===== config.mk =====
export PLATFORM = sky130hd
export DESIGN_NAME = mem_access_ctrl
export DESIGN_NICKNAME = d
export VERILOG_FILES = /design/src/rtl/mem_access_ctrl.sv
export SDC_FILE = /design/constraint.sdc
export NUM_CORES = 1
export LEC_CHECK = 0
export BUFFER_PORTS_ARGS = -buffer_cell sky130_fd_sc_hd__buf_2
export CORE_MARGIN = 3
export CORE_UTILIZATION = 40
export DETAILED_ROUTE_END_ITERATION = 6
export PLACE_DENSITY_LB_ADDON = 0.3
export SKIP_LAST_GASP = 1
export SYNTH_ARGS = -nofsm -noshare
export SYNTH_HDL_FRONTEND = slang
export SYNTH_SLANG_ARGS = --single-unit

===== constraint.sdc =====
create_clock -name clk -period 4.1 [get_ports clk]
set_input_delay 0.205 -clock clk [delete_from_list [all_inputs] [get_ports clk]]
set_output_delay 0.205 -clock clk [all_outputs]
set_load 0.03 [all_outputs]

===== src/rtl/mem_access_ctrl.sv =====
// Load/store sequencer between the CPU datapath and a word-wide DM port; SB done as read-modify-write.
// Latency: SW/SWRR 2, LW/LB 2+RD_LAT, SB 3+RD_LAT, errors 1 cycle; one request in flight, req_ready only in IDLE.
module mem_access_ctrl #(
   parameter int ADDR_W = 32,
   parameter int RD_LAT = 1
) (
   input  logic              clk,
   input  logic              reset,
   input  logic              req_valid,
   output logic              req_ready,
   input  logic [2:0]        req_op,
   input  logic [ADDR_W-1:0] req_addr,
   input  logic [31:0]       req_wdata,
   input  logic [31:0]       req_pc,
   output logic              rsp_valid,
   output logic [31:0]       rsp_rdata,
   output logic              rsp_err,
   output logic [ADDR_W-1:0] mem_addr,
   output logic              mem_re,
   output logic              mem_we,
   output logic [31:0]       mem_wdata,
   output logic [31:0]       mem_pc,
   input  logic [31:0]       mem_rdata
);

   typedef enum logic [2:0] {S_IDLE, S_RD, S_WAIT, S_WR, S_RESP} state_t;

   localparam logic [2:0] OP_LW   = 3'b000;
   localparam logic [2:0] OP_LB   = 3'b001;
   localparam logic [2:0] OP_SW   = 3'b010;
   localparam logic [2:0] OP_SB   = 3'b011;
   localparam logic [2:0] OP_SWRR = 3'b100;
   localparam logic [1:0] LAT_M1  = 2'(RD_LAT - 1);

   state_t              state_q;
   logic [2:0]          op_q;
   logic [1:0]          off_q;
   logic [7:0]          byte_q;
   logic [1:0]          cnt_q;
   logic                req_ready_q;
   logic                rsp_valid_q;
   logic [31:0]         rsp_rdata_q;
   logic                rsp_err_q;
   logic [ADDR_W-1:0]   mem_addr_q;
   logic                mem_re_q;
   logic                mem_we_q;
   logic [31:0]         mem_wdata_q;
   logic [31:0]         mem_pc_q;

   logic                req_bad_d;
   logic [4:0]          req_sh_d;
   logic [31:0]         swrr_d;
   logic [7:0]          rd_byte_d;
   logic [31:0]         lb_d;
   logic [31:0]         sb_word_d;

   assign req_bad_d = (req_op > OP_SWRR) ||
                      (((req_op == OP_LW) || (req_op == OP_SW)) && (req_addr[1:0] != 2'b00));
   assign req_sh_d  = {req_addr[1:0], 3'b000};
   // Shifting a 32-bit value by 32 yields 0, so offset 0 degenerates to a plain copy.
   assign swrr_d    = (req_wdata >> req_sh_d) | (req_wdata << (6'd32 - {1'b0, req_sh_d}));
   assign rd_byte_d = mem_rdata[{off_q, 3'b000} +: 8];
   assign lb_d      = {{24{rd_byte_d[7]}}, rd_byte_d};

   always_comb begin
      sb_word_d = mem_rdata;
      sb_word_d[{off_q, 3'b000} +: 8] = byte_q;
   end

   always_ff @(posedge clk or negedge reset) begin
      if (!reset) begin
         state_q     <= S_IDLE;
         op_q        <= '0;
         off_q       <= '0;
         byte_q      <= '0;
         cnt_q       <= '0;
         req_ready_q <= 1'b1;
         rsp_valid_q <= 1'b0;
         rsp_rdata_q <= '0;
         rsp_err_q   <= 1'b0;
         mem_addr_q  <= '0;
         mem_re_q    <= 1'b0;
         mem_we_q    <= 1'b0;
         mem_wdata_q <= '0;
         mem_pc_q    <= '0;
      end else begin
         mem_re_q    <= 1'b0;
         mem_we_q    <= 1'b0;
         rsp_valid_q <= 1'b0;
         rsp_rdata_q <= '0;
         rsp_err_q   <= 1'b0;
         case (state_q)
            S_IDLE: begin
               if (req_valid) begin
                  op_q        <= req_op;
                  off_q       <= req_addr[1:0];
                  byte_q      <= req_wdata[7:0];
                  mem_pc_q    <= req_pc;
                  req_ready_q <= 1'b0;
                  if (req_bad_d) begin
                     rsp_valid_q <= 1'b1;
                     rsp_err_q   <= 1'b1;
                     state_q     <= S_RESP;
                  end else begin
                     mem_addr_q <= {req_addr[ADDR_W-1:2], 2'b00};
                     if (req_op == OP_SW || req_op == OP_SWRR) begin
                        mem_we_q    <= 1'b1;
                        mem_wdata_q <= (req_op == OP_SW) ? req_wdata : swrr_d;
                        state_q     <= S_WR;
                     end else begin
                        mem_re_q <= 1'b1;
                        state_q  <= S_RD;
                     end
                  end
               end
            end
            S_RD: begin
               cnt_q   <= '0;
               state_q <= S_WAIT;
            end
            S_WAIT: begin
               if (cnt_q == LAT_M1) begin
                  if (op_q == OP_SB) begin
                     mem_we_q    <= 1'b1;
                     mem_wdata_q <= sb_word_d;
                     state_q     <= S_WR;
                  end else begin
                     rsp_valid_q <= 1'b1;
                     rsp_rdata_q <= (op_q == OP_LB) ? lb_d : mem_rdata;
                     state_q     <= S_RESP;
                  end
               end else begin
                  cnt_q <= cnt_q + 2'd1;
               end
            end
            S_WR: begin
               rsp_valid_q <= 1'b1;
               state_q     <= S_RESP;
            end
            S_RESP: begin
               req_ready_q <= 1'b1;
               state_q     <= S_IDLE;
            end
            default: begin
               req_ready_q <= 1'b1;
               state_q     <= S_IDLE;
            end
         endcase
      end
   end

   assign req_ready = req_ready_q;
   assign rsp_valid = rsp_valid_q;
   assign rsp_rdata = rsp_rdata_q;
   assign rsp_err   = rsp_err_q;
   assign mem_addr  = mem_addr_q;
   assign mem_re    = mem_re_q;
   assign mem_we    = mem_we_q;
   assign mem_wdata = mem_wdata_q;
   assign mem_pc    = mem_pc_q;

endmodule


**Word-level counts from Yosys, hierarchy flattened**

Cells that the tools add are included.

- Output and inout port bits: 133
- Register bits: 149
- Input port bits: 134
- Word-level logic and storage cells: 94

- Add/subtract/negate cells: 3
- Reductions and logical operators: 17
- Multiplexer cells: 38
- Eq/ne operators: 13
- $lt $le $gt $ge: 1
- Bitwise logic cells: 3
- Shifts and indexed selects: 5

Operator list:

| cell | count |
|---|---|
| $mux 32 | 10 |
| $pmux 32 s2 | 1 |
| $bwmux 32 | 1 |
| $or 32x32->32 | 1 |
| $shift 8x7->32 const A | 1 |
| $shiftx 32x6->8 | 1 |
| $shiftx 8x7->32 | 1 |
| $shl 32x6->32 | 1 |
| $shr 32x5->32 | 1 |
| $mux 1 | 15 |
| $eq 3x2->1 const B | 4 |
| $mux 3 | 4 |
| $ne 2x2->1 const B | 6 |
| $pmux 3 s4 | 1 |
| $reduce_and 2->1 | 4 |
| $neg 5->7 | 1 |
| $eq 3x1->1 const B | 2 |
| $logic_not 3->1 | 2 |
| $reduce_and 6->1 | 1 |
| $reduce_bool 2->1 | 3 |
| $sub 6x5->6 const A | 1 |
| $mux 2 | 2 |
| $pmux 1 s2 | 2 |
| $pmux 2 s2 | 1 |
| 10 further kinds | 13 |

**Depth between registers and ports, before layout**

- Depth in word-level cells: 8
- Mapped depth: 11

**Worst setup path before layout**

Ideal clock, no wire load.

- Path type: register -> register
- Start: reg off_q[1]
- End: reg mem_wdata_q[30], in the netlist mem_wdata[30]
- Setup slack: 1.550 ns
- Required time: 4.007 ns
- Period minus slack after synthesis: 2.550 ns
- Stages on the path, launching flop included: 7
- Library setup time: 0.093 ns
- Arrival: 2.457 ns
- Cells stage by stage: dfrtp_1 -> clkbuf_1 -> inv_1 -> ha_1 -> nor4b_1 -> a221oi_1 -> o31ai_2

- Cells in the longest elaborated chain, start to end: 6
- Elaborated cells between the ends (all ways): 7

RTL lines:

| element | RTL line | text |
|---|---|---|
| start: declaration | 37 | `logic [1:0] off_q;` |
| start signal: assignment | 96 | `off_q <= req_addr[1:0];` |
| $neg 5->7 (*) | 67 | `sb_word_d[{off_q, 3'b000} +: 8] = byte_q;` |
| $shiftx 8x7->32 / $shift 8x7->32 (equally long branches) | 67 |  |
| $bwmux 32 (*) | 67 |  |
| $mux 32 (*) | 123 | `if (op_q == OP_SB) begin` |
| $mux 32 (*) | 122 | `if (cnt_q == LAT_M1) begin` |
| $pmux 32 s2 (*) | 92 | `case (state_q)` |
| end signal: assignment | 108 | `mem_wdata_q <= (req_op == OP_SW) ? req_wdata : swrr_d;` |
| end signal: assignment | 125 | `mem_wdata_q <= sb_word_d;` |
| end: declaration | 47 | `logic [31:0] mem_wdata_q;` |

Mark *: on every way between the ends. The rest lies on a longest branch, timed or not. The select of a mux whose other input is x is not followed.
A chain may end at the register's enable or synchronous reset.

**Worst setup path in the final report**

- Start: reg state_q[2]
- End: reg mem_wdata_q[19], in the netlist mem_wdata[19]

- Cells in the longest elaborated chain, start to end: 3
- Elaborated cells between the ends (all ways): 10

RTL lines:

| element | RTL line | text |
|---|---|---|
| start: declaration | 35 | `state_t state_q;` |
| start signal: assignment | 72 | `state_q <= S_IDLE;` |
| start signal: assignment | 103 | `state_q <= S_RESP;` |
| start signal: assignment | 109 | `state_q <= S_WR;` |
| $eq 3x2->1 / $logic_not 3->1 (equally long branches) | 92 |  |
| $ne 2x2->1 (no line) / $reduce_bool 2->1 (equally long branches) | - |  |
| $reduce_and 6->1 (no line) | - |  |

Parallel ways exist; a longest one is shown, timed or not.

==> summary.txt <==
Status - completed
Routed WL - 25500 um
Power Density - 769 mW/mm^2
Fin cells - 1272
Combinational Power Share - 0.474
Via count - 7246
Bufs on Longest Clock Path - 2
Worst setup path category - reg2reg
1st-iter DRT viols - 473
Crit. End Element - flip-flop
Chip height - 145 um
TNS Setup - 0 ps
Dpl ws - 1140 ps
CORE AREA - 0.0188 mm^2
Tcrit/Tclk final - 0.709
Max Fclk - 0.344 GHz
Drc violations - 0
Netlist cell types - 55
Rel. slew slack - 0.204
Vias in the first global route - 6892
Slew @ Worst Pin - 1190 ps
Yosys Warn Count - 0
Final hold vios - 0
P_int - 4190 uW
Switch share - 0.458
Startpoint Class - flip-flop
Post-synthesis cell count - 760
Post-CTS sizing - 0
Largest net degree at the start of global routing - 116
Worst Skew - 7.36 ps
Hold Path Class - in2reg
Clock transition at path regs - 60 ps
Placed cell count - 1205
RD Place Congestion - 0.910
Die area - 0.0209 mm^2
Total grt overflow - 0
Min Clock Period, post-route - 2910 ps
Storage cell area - 0.00373 mm^2
Initial Util - 0.409
Fillers - 1704
Synth async-reset ratio - 1.00
Hold slack - 12.9 ps
Seq pwr share - 0.324
Maxcap violations - 0
Post-synth top flop - dfrtp_1
Clock Power Share - 0.201
Port bufs - 264
Multi-input gate area in the final layout - 0.00360 mm^2
Crit path DAT - 3220 ps
Worst R2R Path Depth - 5
Antenna Cells - 0
Clk_lat worst skew - 420 ps
First-pass GRT wire length - 38500 um
RSZ-0062 raised after global routing - false
WL per Instance - 20.1 um
Die Span X - 145 um
Crit-path max FO - 39
Power, Total - 7730 uW
Net Sw Power - 3540 uW
Area growth, synth to finish - 31.0%
Drt pass-1 iters - 6
Slew Limit Fails - 0
Final setup fails - 0
Std-Cell Rows - 50
Hold path depth - 2
Synth top area share - 0.482
CTS tree - done
DPL Wire Length - 18100 um
Root Driver - clkbuf_16
Nets - 1166
Worst IR drop on VDD - 0.363 mV
Worst EP required - 4410 ps
ANT nets after route - 0
H-tree levels - 4
Syn Area/Cell - 10.1 um^2
Share of cells above drive strength 1 - 0.368
Mapped Area - 0.00768 mm^2
Post-synth EDFFs - 0
Tot GR Track Use - 0.238
Ranking of synthesized cells by area - dfrtp_1, nand2_1, mux2_2
Top cell type by total area after synthesis - dfrtp_1
Vias/cell - 5.70
Number of buffers created by CTS - 17
Static leakage - 0.00496 uW
Initial antenna violation count - 0
CTS sink cnt - 149
Yosys reg bits - 149
Post-route worst setup slack - 1190 ps
I/O Pins - 267
Post-synthesis sequential area ratio - 0.486
routing by layer:
layer,routed length (um),vias up,GRT usage
li1,-,3322,-
met1,10300,3515,0.312
met4,590,0,0.0874
met2,12400,370,0.385
met3,2240,39,0.0582
met5,0,-,0
critical path, cell delays in order (launching register included):
cell and delay, ps:
dfrtp_1 490, or4b_4 810, a211o_1 370, and2_1 520, buf_4 350, a22o_1 240
power groups by stage:
stage / clock (uW) / sequential, uW / combinational [uW]
floorplan: 0 / 3520 / 1480
global placement: 0 / 2500 / 3600
detailed placement: 0 / 2510 / 3640
CTS: 1580 / 2500 / 3670
global route: 1650 / 2580 / 3950
finish: 1560 / 2510 / 3670
logic make-up after synthesis:
kind of cell               count (synthesis)  share of synthesized area
adders and majority gates                  7                     0.0114
DFF                                      149                      0.486
muxes                                     55                     0.0795
AOI/OAI and AO/OA                        226                      0.234
buffers and inverters                     85                     0.0476
xor gates and xnor gates                   1                    0.00114
other                                      1                   0.000489
and+or+nand+nor                          236                      0.140
synth_stat cells, drive strengths merged, types with 2 or more instances:
cell / number
and3: 2
nand2b: 15
a311oi: 7
a32oi: 8
nand3: 26
o21a: 2
nor3: 2
o211ai: 7
nor4b: 3
o2bb2ai: 8
nor3b: 3
clkbuf: 47
o21ai: 15
mux2: 38
a21o: 2
a21oi: 58
nor2: 16
clkinv: 3
and2: 2
ha: 7
o22ai: 3
a221o: 16
dfrtp: 148
nand2: 147
nor2b: 13
o221a: 7
nand3b: 2
o31ai: 24
inv: 15
o311a: 8
a221oi: 32
buf: 20
or3b: 3
a22oi: 16
mux2i: 16
a22o: 7
layout make-up:
cell class	count	area share
Timing Repair Buffer	312	0.177
Clock buffer	21	0.0458
Inverter	18	0.00672
Tap cell	234	0.0291
Sequential cell	149	0.371
Clock inverter	11	0.0124
Multi-Input combinational cell	527	0.358
flip-flops by register name, summed over array words and instances, names as in the netlist:
name	cells
mem_wdata	32
op_q	3
mem_re	1
cnt_q	2
mem_we	1
rsp_err	1
state_q	3
req_ready	1
off_q	2
rsp_valid	1
mem_addr	30
mem_pc	32
rsp_rdata	32
byte_q	8
placed cells by master, fill, tap and decap left out, types with 3 or more instances in the layout:
master / n
o211ai_1: 7
a221o_1: 16
nor4b_1: 3
dfrtp_1: 148
a21oi_1: 58
o22ai_1: 3
o221a_2: 7
ha_1: 7
o2bb2ai_1: 8
mux2_2: 34
o31ai_2: 24
a22oi_1: 16
inv_1: 15
buf_2: 263
nor2_1: 16
a311oi_1: 7
o311a_1: 8
o21ai_0: 13
clkinvlp_4: 5
dlygate4sd3_1: 35
nand3_1: 26
mux2i_1: 16
nor2b_1: 13
a221oi_1: 32
buf_4: 13
or3b_2: 3
mux2_1: 4
nand2_1: 147
a22o_1: 7
clkbuf_16: 17
a32oi_1: 8
clkinv_1: 3
nand2b_1: 15
what timing repair did:
action                                 CTS  global route
hold buffers                            35             0
setup buffers                            0             0
endpoints found under the hold margin   58             0
path summary, 6_finish.rpt:
check | start | endpoint | slack [ps]
setup / recovery | state_q[2] | mem_wdata[19] | 1190
hold / removal | req_addr[3] | mem_addr[3] | 10
setup reg to reg | state_q[2] | mem_wdata[19] | 1190
hold reg to reg | mem_addr[8] | mem_addr[8] | 480
max in group asynchronous | reset | mem_addr[5] | 2480
min in group asynchronous | reset | rsp_rdata[14] | 520
metrics by stage:
step	instance area (um^2)	util
finish	10100	0.536
global route	10100	0.536
CTS	10100	0.536
detailed placement	9120	0.486
global placement	9120	0.486
floorplan	7680	-
Note: power is estimated with default switching activity, not from simulation.
